[config.mk]
export PLATFORM = sky130hd
export DESIGN_NAME = div_sched
export DESIGN_NICKNAME = d
export VERILOG_FILES = /design/src/rtl/div_sched_pkg.sv /design/src/rtl/div.sv /design/src/rtl/div_sched_rr_pick.sv /design/src/rtl/div_sched.sv
export SDC_FILE = /design/constraint.sdc
export NUM_CORES = 1
export LEC_CHECK = 0
export ABC_CLOCK_PERIOD_IN_PS = 4300
export CAP_MARGIN = 40
export CORE_ASPECT_RATIO = 0.8
export CORE_MARGIN = 1
export CORE_UTILIZATION = 34
export DETAILED_ROUTE_END_ITERATION = 16
export GPL_TIMING_DRIVEN = 0
export PLACE_DENSITY = 0.56
export SLEW_MARGIN = 20
export SYNTH_ARGS = -nofsm -noshare
export SYNTH_HDL_FRONTEND = slang
export SYNTH_HIERARCHICAL = 1
export SYNTH_SLANG_ARGS = --single-unit
[constraint.sdc]
create_clock -name clk -period 4.3 [get_ports clk]
set_input_delay 0.86 -clock clk [delete_from_list [all_inputs] [get_ports clk]]
set_output_delay 0.86 -clock clk [all_outputs]
set_load 0.05 [all_outputs]
[src/rtl/div_sched_pkg.sv]
// div_sched_pkg: shared width, FSM state type and id-width helper for the divider scheduler.
`default_nettype none
package div_sched_pkg;
  localparam int DATA_W = 32;

  typedef enum logic [1:0] {
    IDLE = 2'd0,
    LOAD = 2'd1,
    WAIT = 2'd2,
    RESP = 2'd3
  } state_t;

  // ceil(log2(n)), never below 1 so a 2-requester id still has a bit
  function automatic int clog2(input int n);
    int r;
    r = 0;
    while ((1 << r) < n) r++;
    return (r < 1) ? 1 : r;
  endfunction
endpackage
`default_nettype wire

[src/rtl/div.sv]
// div: iterative 32-bit unsigned restoring divider, 32 cycles after en, single-cycle done pulse.
// A zero divisor never raises done; the next en re-arms the unit.
`default_nettype none
module div (
  input  logic        clk,
  input  logic        en,
  input  logic [31:0] y,
  input  logic [31:0] x,
  output logic [31:0] q,
  output logic [31:0] r,
  output logic        done
);
  logic [31:0] r_quo;
  logic [31:0] r_rem;
  logic [31:0] r_den;
  logic [5:0]  r_cnt;
  logic        r_run;
  logic [32:0] w_sh;
  logic [31:0] w_sub;
  logic        w_ge;

  assign w_sh  = {r_rem, r_quo[31]};
  assign w_ge  = (w_sh >= {1'b0, r_den});
  // the true difference is below the divisor, so 32 bits suffice
  assign w_sub = w_sh[31:0] - r_den;

  always_ff @(posedge clk) begin
    if (en) begin
      r_quo <= y;
      r_rem <= '0;
      r_den <= x;
      r_cnt <= 6'd32;
      r_run <= (x != '0);
      done  <= 1'b0;
    end else if (r_run) begin
      r_quo <= {r_quo[30:0], w_ge};
      r_rem <= w_ge ? w_sub : w_sh[31:0];
      r_cnt <= r_cnt - 6'd1;
      r_run <= (r_cnt != 6'd1);
      done  <= (r_cnt == 6'd1);
    end else begin
      done  <= 1'b0;
    end
  end

  assign q = r_quo;
  assign r = r_rem;
endmodule
`default_nettype wire

[src/rtl/div_sched_rr_pick.sv]
// div_rr_pick: combinational round-robin picker, first request after i_ptr (wrapping) wins.
`default_nettype none
module div_rr_pick
  import div_sched_pkg::*;
#(
  parameter int NREQ = 4,
  parameter int ID_W = 2
) (
  input  logic [NREQ-1:0] i_req,
  input  logic [ID_W-1:0] i_ptr,
  output logic            o_any,
  output logic [ID_W-1:0] o_win
);
  // scan farthest-first so the nearest candidate after the pointer is written last
  always_comb begin
    o_any = 1'b0;
    o_win = '0;
    for (int k = NREQ; k >= 1; k--) begin
      if (i_req[(int'(i_ptr) + k) % NREQ]) begin
        o_any = 1'b1;
        o_win = ID_W'((int'(i_ptr) + k) % NREQ);
      end
    end
  end
endmodule
`default_nettype wire

[src/rtl/div_sched.sv]
// div_sched: round-robin scheduler sharing one iterative divider among NREQ requesters.
// Optional: DIV_BY_ZERO_CHECK_EN answers zero divisors directly without using the divider.
`default_nettype none
module div_sched
  import div_sched_pkg::*;
#(
  parameter  int NREQ    = 4,
  parameter  int TIMEOUT = 80,
  localparam int ID_W    = clog2(NREQ)
) (
  input  logic                   clk,
  input  logic                   rst_n,
  input  logic [NREQ-1:0]        i_req,
  input  logic [NREQ*DATA_W-1:0] i_dividend,
  input  logic [NREQ*DATA_W-1:0] i_divisor,
  output logic [NREQ-1:0]        o_ack,
  output logic                   o_rsp_valid,
  input  logic                   i_rsp_ready,
  output logic [ID_W-1:0]        o_rsp_id,
  output logic [DATA_W-1:0]      o_rsp_q,
  output logic [DATA_W-1:0]      o_rsp_r,
  output logic                   o_rsp_err,
  output logic                   o_busy
);
  localparam int CNT_W = $clog2(TIMEOUT);

  state_t              r_state;
  state_t              w_next;
  logic [ID_W-1:0]     r_ptr;
  logic [ID_W-1:0]     r_id;
  logic [NREQ-1:0]     r_ack;
  logic [DATA_W-1:0]   r_y;
  logic [DATA_W-1:0]   r_x;
  logic                r_valid;
  logic [DATA_W-1:0]   r_q;
  logic [DATA_W-1:0]   r_r;
  logic                r_err;
  logic [CNT_W-1:0]    r_cnt;
  logic                w_any;
  logic [ID_W-1:0]     w_win;
  logic [DATA_W-1:0]   w_win_y;
  logic [DATA_W-1:0]   w_win_x;
  logic                w_zero;
  logic                w_tmo;
  logic                w_div_en;
  logic                w_div_done;
  logic [DATA_W-1:0]   w_div_q;
  logic [DATA_W-1:0]   w_div_r;

  div_rr_pick #(
    .NREQ (NREQ),
    .ID_W (ID_W)
  ) u_pick (
    .i_req (i_req),
    .i_ptr (r_ptr),
    .o_any (w_any),
    .o_win (w_win)
  );

  div u_div (
    .clk  (clk),
    .en   (w_div_en),
    .y    (r_y),
    .x    (r_x),
    .q    (w_div_q),
    .r    (w_div_r),
    .done (w_div_done)
  );

  assign w_win_y = i_dividend[int'(w_win) * DATA_W +: DATA_W];
  assign w_win_x = i_divisor[int'(w_win) * DATA_W +: DATA_W];
  assign w_tmo   = (r_cnt == CNT_W'(TIMEOUT - 1));

`ifdef DIV_BY_ZERO_CHECK_EN
  assign w_zero = (w_win_x == '0);
`else
  assign w_zero = 1'b0;
`endif

  always_ff @(posedge clk or negedge rst_n) begin
    if (!rst_n) r_state <= IDLE;
    else        r_state <= w_next;
  end

  always_comb begin
    w_next = r_state;
    case (r_state)
      IDLE:    if (w_any) w_next = w_zero ? RESP : LOAD;
      LOAD:    w_next = WAIT;
      WAIT:    if (w_div_done || w_tmo) w_next = RESP;
      RESP:    if (r_valid && i_rsp_ready) w_next = IDLE;
      default: w_next = IDLE;
    endcase
  end

  always_comb begin
    w_div_en = (r_state == LOAD);
    o_busy   = (r_state != IDLE);
  end

  always_ff @(posedge clk or negedge rst_n) begin
    if (!rst_n) begin
      r_ptr   <= ID_W'(NREQ - 1);
      r_id    <= '0;
      r_ack   <= '0;
      r_y     <= '0;
      r_x     <= '0;
      r_valid <= 1'b0;
      r_q     <= '0;
      r_r     <= '0;
      r_err   <= 1'b0;
      r_cnt   <= '0;
    end else begin
      r_ack <= '0;
      case (r_state)
        IDLE: begin
          if (w_any) begin
            r_ptr <= w_win;
            r_id  <= w_win;
            r_y   <= w_win_y;
            r_x   <= w_win_x;
            r_ack <= {{(NREQ-1){1'b0}}, 1'b1} << w_win;
`ifdef DIV_BY_ZERO_CHECK_EN
            if (w_zero) begin
              r_q     <= '1;
              r_r     <= w_win_y;
              r_err   <= 1'b1;
              r_valid <= 1'b1;
            end
`endif
          end
        end
        LOAD: r_cnt <= '0;
        WAIT: begin
          r_cnt <= r_cnt + CNT_W'(1);
          // a done arriving on the timeout cycle still delivers the real result
          if (w_div_done) begin
            r_q     <= w_div_q;
            r_r     <= w_div_r;
            r_err   <= 1'b0;
            r_valid <= 1'b1;
          end else if (w_tmo) begin
            r_q     <= '0;
            r_r     <= '0;
            r_err   <= 1'b1;
            r_valid <= 1'b1;
          end
        end
        RESP: if (r_valid && i_rsp_ready) r_valid <= 1'b0;
        default: ;
      endcase
    end
  end

  assign o_ack       = r_ack;
  assign o_rsp_valid = r_valid;
  assign o_rsp_id    = r_id;
  assign o_rsp_q     = r_q;
  assign o_rsp_r     = r_r;
  assign o_rsp_err   = r_err;
endmodule
`default_nettype wire

==> out/metrics.yaml, run 1 <==
global_routing:
  grt.total_usage_pct: 19.37
  grt_pass1_wl_mm: 63.19
  grtUsageMet3_pct: 3.500
  grtUsageMet1_pct: 29.06
  grt_pass1_vias: 10810
  antenna_found_initial: 0
  top_usage_layer: "met2"
  grt_max_degree: 92
  grtUsageMet2_pct: 29.37
  grt_remaining_overflow: 0
yosys:
  synthMuxAreaShare_pct: 18.82
  synth-simple-area-share_pct: 10.44
  synth_cell_type_count: 73
  synth_compound_gate_area_share_pct: 14.58
  yosys_warnings: 6
  synth_nets: 1484
  ys_seq_area_share_pct: 46.17
  synth_top_area_share_pct: 26.16
  async_reset_ff_share_pct: 58.57
  synth_seq_cells: 251
  synthXorXnorAreaFrac_pct: 2.021
  ys.flop_type: "dfrtp_1"
  avgSynthCellArea_um2: 11.75
  synth_fa_ha_area_share_pct: 3.752
  synth_top_family_by_area: "multiplexers"
  synthCells: 1180
  synth_common_cells: "dfrtp_1 (145), o21ai_0 (95), mux2_2 (86), nand2_1 (79), nand2b_1 (75)"
  yosys.area.top_type: "dfrtp_1"
  synth_edf_count: 64
  yosysMostFrequentCell: "dfrtp_1"
  synth_area_leaders: "dfrtp_1 (26%), edfxtp_1 (14%), mux4_2 (10%), mux2_2 (7.0%), dfxtp_1 (5.8%)"
  syn-cell-area_um2: 13870
clock_network:
  root_buffer: "clkbuf_16"
  post_cts_resized: 0
  clock_latency_ps: 540
  cts.sinks: 251
  cts_made_buffers: 28
  cts_tree: "yes"
  cts_hold_buf: 0
  path_clk_slew_ps: 60
  cts_setup_buffers: 0
  cts_htree_levels: 1
  clockBufferDepth: 3
floorplanning:
  fp.dieW_um: 227.8
  initial_utilization_pct: 34.81
  die-height_um: 182.7
  io_pins: 336
  rows: 65
  die_area_um2: 41610
  design.core.area_um2: 39850
timing:
  slew_viol_final: 0
  slew_headroom_pct: 45.14
  skew_ps: 15.34
  period_share_pct: 78.58
  setup_slack_ps: 921.1
  tightest_slew_ps: 822.8
  hold_viol: 0
  fin_crit_ps: 3379
  max_freq_mhz: 296.0
  rsz0062_at_grt: "no"
  finalSetupViolCount: 0
placed_design:
  globalplace.congestion: 0.8640
  pre_cts_ws_ps: 746.9
  place_inst: 2054
  numPortBuffers: 335
  dpl.hpwl_mm: 32.16
run_status:
  outcome: "complete, no violations"
cells_and_area:
  utilization_pct: 47.51
  area_growth_pct: 36.51
  n_antenna_cell: 0
  nNetsFinal: 1853
  drive_gt1_share_pct: 17.32
  layout.cells.non_filler: 2106
worst_setup_path:
  startpoint_type: "register"
  worst-path-max-fanout: 21
  path_class: "register to register"
  required_ps: 4540
  arrival_ps: 3620
  end_kind: "register"
routing:
  wl_mm: 41.26
  via_count: 10900
  wire_per_inst_um: 19.59
  ant_nets: 0
  drt-vias-per-instance: 5.176
  drc_errors: 0
  drt_pass1_iterations: 4
  drtIter0Drc: 644
pwr:
  p_per_area_nw_per_um2: 281.5
  p_leak_nw: 7.667
  p_total_mw: 5.330
  vdd_ir_drop_max_mv: 0.2714
hold_path:
  min_path_type: "primary input to async pin"
run:
  cap_violations: 0
[worst max-delay path, stage by stage (launching register included)]
cell	delay, ps
dfrtp_1	440
inv_1	130
ha_2	540
clkbuf_1	630
nor2_1	360
clkbuf_1	330
inv_2	390
buf_16	230
[power by group]
part,total (mW),internal [mW],switching (mW),leakage (nW)
combinational,0.491,0.338,0.153,4.46
sequential,2.43,2.43,0,2.75
clock,2.41,1.43,0.974,0.463
total,5.33,4.20,1.13,7.67
[layer usage]
metal / up-vias / share of wire, % / wire (um)
met5: - / 0 / 0
met1: 5389 / 49 / 20390
li1: 5188 / - / -
met3: 27 / 5.3 / 2188
met2: 296 / 44 / 18300
met4: 0 / 0.93 / 385
[state kept, by name, indices dropped and copies added (netlist names), 2 cells and up]
signal and flops:
o_ack 4, o_rsp_id 2, o_rsp_q 32, o_rsp_r 32, r_cnt 7, r_ptr 2, r_state 2, r_x 32
r_y 32, u_div/q 32, u_div/r 32, u_div/r_cnt 6, u_div/r_den 32
[placed cells by master, fill, tap and decap left out, types with 5 or more instances in the layout]
master           synthesis  final
clkdlybuf4s50_1          0    334
dfrtp_1                145    145
o21ai_0                 95     95
mux2_2                  86     86
nand2_1                 79     79
nand2b_1                75     75
mux4_2                  64     64
a22oi_1                 64     64
edfxtp_1                64     64
inv_1                   45     44
clkbuf_1                39     44
nor2_1                  43     43
dfxtp_1                 40     40
ha_1                    40     39
a21oi_1                 35     35
clkbuf_16                0     31
buf_2                   20     20
nand3_1                 19     19
xnor2_1                 17     17
a21o_1                  16     16
xor2_1                  15     15
a311oi_2                13     13
nand4_1                 11     11
buf_6                    9     10
mux2_4                  10     10
nor4_1                  10     10
a32oi_1                 10     10
and3_1                   9      9
nor3_1                   8      8
nor2b_1                  8      8
o211ai_1                 7      7
buf_1                    5      5
mux2i_1                  5      5
a211oi_1                 5      5
[layout make-up]
class / count / area, um2
repair buffers: 339 / 3452
clock buffers: 40 / 849.6
plain buffers: 76 / 414.1
clock inverters: 11 / 88.84
inverters: 46 / 172.7
multi-input cells: 807 / 6883
well taps: 536 / 670.6
fillers: 3668 / 20920
flip-flops and latches: 251 / 6404
[stage by stage]
stage          area (um2)  setup TNS (ps)  hold WS (ps)
2_1_floorplan       13870               0         443.1
6_report            18930               0         258.5
3_5_place_dp        17970               0         470.6
3_3_place_gp        17890         -637570         463.4
5_1_grt             18930               0         267.0
4_1_cts             18910               0         251.4
[path summary, 6_finish.rpt]
path | startpoint | to | slack, ps | cells after the start
setup / recovery | r_state[1] | u_div/q[10] | 920 | 7
hold / removal | rst_n | r_x[14] | 260 | 1
setup reg to reg | r_state[1] | u_div/q[10] | 920 | 7
hold reg to reg | r_x[4] | u_div/r_den[4] | 470 | 0
max in group asynchronous | rst_n | o_rsp_r[27] | 3160 | 2
min in group clk | r_x[4] | u_div/r_den[4] | 470 | 0
[cells by family after synthesis]
logic type / after synthesis
xor gates and xnor gates: 32
and+or+nand+nor: 281
AOI/OAI and AO/OA: 288
muxes: 165
DFF: 251
adders and majority gates: 41
buffers and inverters: 122
Note: power is estimated with default switching activity, not from simulation.
==> run 2, diff against run 1 <==
ABC_CLOCK_PERIOD_IN_PS = 2980   (was 4300)
PLACE_DENSITY = 0.59   (was 0.56)
clock period = 2.98 ns   (was 4.3 ns; I/O delays follow)
==> run 2 against run 1 <==
Compared with the run above:
- first-iteration DRC count up 3.7%
- wire length down 1.7%
- cell count up 0.52%
- worst hold slack worse by 210 ps
- non-clock buffer count up 10
- global-route usage down 0.34 points
- clock skew down 4.1 ps
- power up 50%
- highest routed layer is now met5
==> out/metrics.yaml, run 2 (synthesis gave the netlist of run 1 again) <==
worst_setup_path:
  crit_path_start: "u_div/r_den[1]"
  startpoint_type: "register"
  arrival_ps: 3370  # -250 ps
  end_kind: "register"
  worst_r2r_path_depth: 13  # +6
  crit_slowest_cell: "edfxtp_1"
  required_ps: 3430  # -1110 ps
  reg2reg_from: "u_div/r_den[1]"
  ff2ff_setup_slack_ps: 60  # -860 ps
  worst-path-max-fanout: 8  # -62%
  cpPeakStageDelay_ps: 430  # -200 ps
  crit_chain: "inv_2 -> ha_4 -> nor2b_4 -> o31a_1 -> o31a_1 -> o211ai_2 -> a21oi_4 -> a211oi_4 -> buf_4 -> o31a_4 -> buf_6 -> nand2_2 -> a311oi_2"
  crit_top_cell: "o31a_1"
  path_class: "register to register"
  reg2reg_to: "u_div/r[10]"
routing:
  drc_errors: 0  # unchanged
  drtIter0Drc: 668  # +3.7%
  drt_pass1_iterations: 5  # +1
  wire_per_inst_um: 19.17  # -2.2%
  drt-vias-per-instance: 5.170  # -0.12%
  ant_nets: 0  # unchanged
  wl_mm: 40.58  # -1.7%
  via_count: 10940  # +0.40%
floorplanning:
  die-height_um: 182.7  # unchanged
  io_pins: 336  # unchanged
  design.core.area_um2: 39850  # unchanged
  rows: 65  # unchanged
  fp.dieW_um: 227.8  # unchanged
  initial_utilization_pct: 34.81  # unchanged
  die_area_um2: 41610  # unchanged
cells_and_area:
  nFillCells: 3671  # +0.082%
  n_antenna_cell: 0  # unchanged
  final_area_um2: 19210  # +1.5%
  drive_gt1_share_pct: 19.92  # +2.6 points
  area_growth_pct: 38.53
  final_common_cell: "clkdlybuf4s50_1"
  nNetsFinal: 1863  # +0.54%
  mostFrequentLayoutCells: "clkdlybuf4s50_1 (333), dfrtp_1 (145), o21ai_0 (93)"
clock_network:
  cts_tree: "yes"
  cts_made_buffers: 28  # unchanged
  root_buffer: "clkbuf_16"
  clock_latency_ps: 540  # about the same
  cts_htree_levels: 1  # unchanged
  clockBufferDepth: 3  # unchanged
  cts.sinks: 251  # unchanged
  path_clk_slew_ps: 60  # about the same
timing:
  fin_crit_ps: 2920  # -459.3 ps
  rsz0062_at_grt: "yes"
  skew_ps: 11.23  # -4.110 ps
  max_freq_mhz: 342.5  # +16%
  period_share_pct: 97.97  # +19 points
  tightest_slew_ps: 797.4  # -25.41 ps
  hold_viol: 0  # unchanged
  slew_headroom_pct: 46.84  # +1.7 points
  finalSetupViolCount: 0  # unchanged
  slew_viol_final: 0  # unchanged
pwr:
  p_total_mw: 8.010  # +50%
  p_leak_nw: 7.773  # +1.4%
  p_per_area_nw_per_um2: 416.9  # +48%
  vdd_ir_drop_max_mv: 0.3821  # +41%
global_routing:
  grt_remaining_overflow: 0  # unchanged
  antenna_found_initial: 2  # +2
  grt_pass1_vias: 10890  # +0.70%
  grt_max_degree: 78  # -15%
  grt_pass1_wl_mm: 62.69  # -0.79%
  grt.total_usage_pct: 19.03  # -0.34 points
placed_design:
  numPortBuffers: 335  # unchanged
  globalplace.congestion: 0.8865  # +2.6%
  place_area_um2: 17930  # -0.22%
  dpl.hpwl_mm: 31.68  # -1.5%
hold_path:
  min_path_type: "primary input to async pin"
run_status:
  outcome: "complete, no violations"
run:
  cap_violations: 0  # unchanged
-- run 2: metal layers --
layer	share of wire (%)	up-vias	GRT usage (%)
li1	-	5206	-
met1	48	5367	28.09
met2	45	317	29.26
met3	5.2	50	3.016
met4	1.6	4	4.000
met5	0.064	-	0
-- run 2: worst max-delay path, delay by kind of cell (launching register included) --
family	cells	cell delay, ps
AND/OR/NAND/NOR	2	170
adder cells (fa/ha/maj)	1	200
AO/OA/AOI/OAI	7	1620
flip-flops	1	430
buffers and inverters	3	400
-- run 2: repair_timing --
item / 4_1_cts / 5_1_grt
setup buffers: 8 / 5
hold buffers: 0 / 0
resized for setup: 18 / 28
cloned: 1 / 1
pin swaps: 7 / 15
setup endpoints to repair: 88 / 65
-- run 2: how the worst max path moves through the flow --
stage                     slack [ps]           to
after global placement         -5000       r_x[8]
after floorplan                  130   u_div/q[0]
after CTS                        -40  u_div/r[12]
final                             60  u_div/r[10]
after global routing             -70  u_div/r[10]
after detailed placement        -760   u_div/q[7]
-- run 2: final cells by class --
type                            count  area (um2)  area share, %
Multi-Input combinational cell    807        6979          36.32
Sequential cell                   251        6406          33.34
Timing Repair Buffer              351        3518          18.31
Clock buffer                       34       785.8          4.089
Tap cell                          536       670.6          3.490
Buffer                             74       434.2          2.260
Clock inverter                     18       245.2          1.276
Inverter                           46       175.2         0.9116
-- run 2: where the power goes --
group	internal (mW)	switching, mW
combinational	0.486	0.215
sequential	3.51	0
clock	2.39	1.41
total	6.38	1.63
-- run 2: stage by stage --
stage / setup TNS, ps / setup WS (ps) / instances / hold WS, ps / utilization [%]
final: 0 / 60.38 / 2117 / 48.50 / 48.22
after global placement: -774470 / -5001 / 2051 / 459.9 / 44.91
after detailed placement: -39690 / -757.2 / 2052 / 462.8 / 44.99
after global routing: -428.2 / -70.94 / 2117 / 88.42 / 48.22
after CTS: -204.5 / -40.80 / 2113 / 60.93 / 47.88
after floorplan: 0 / 125.2 / 1180 / 300.4 / -
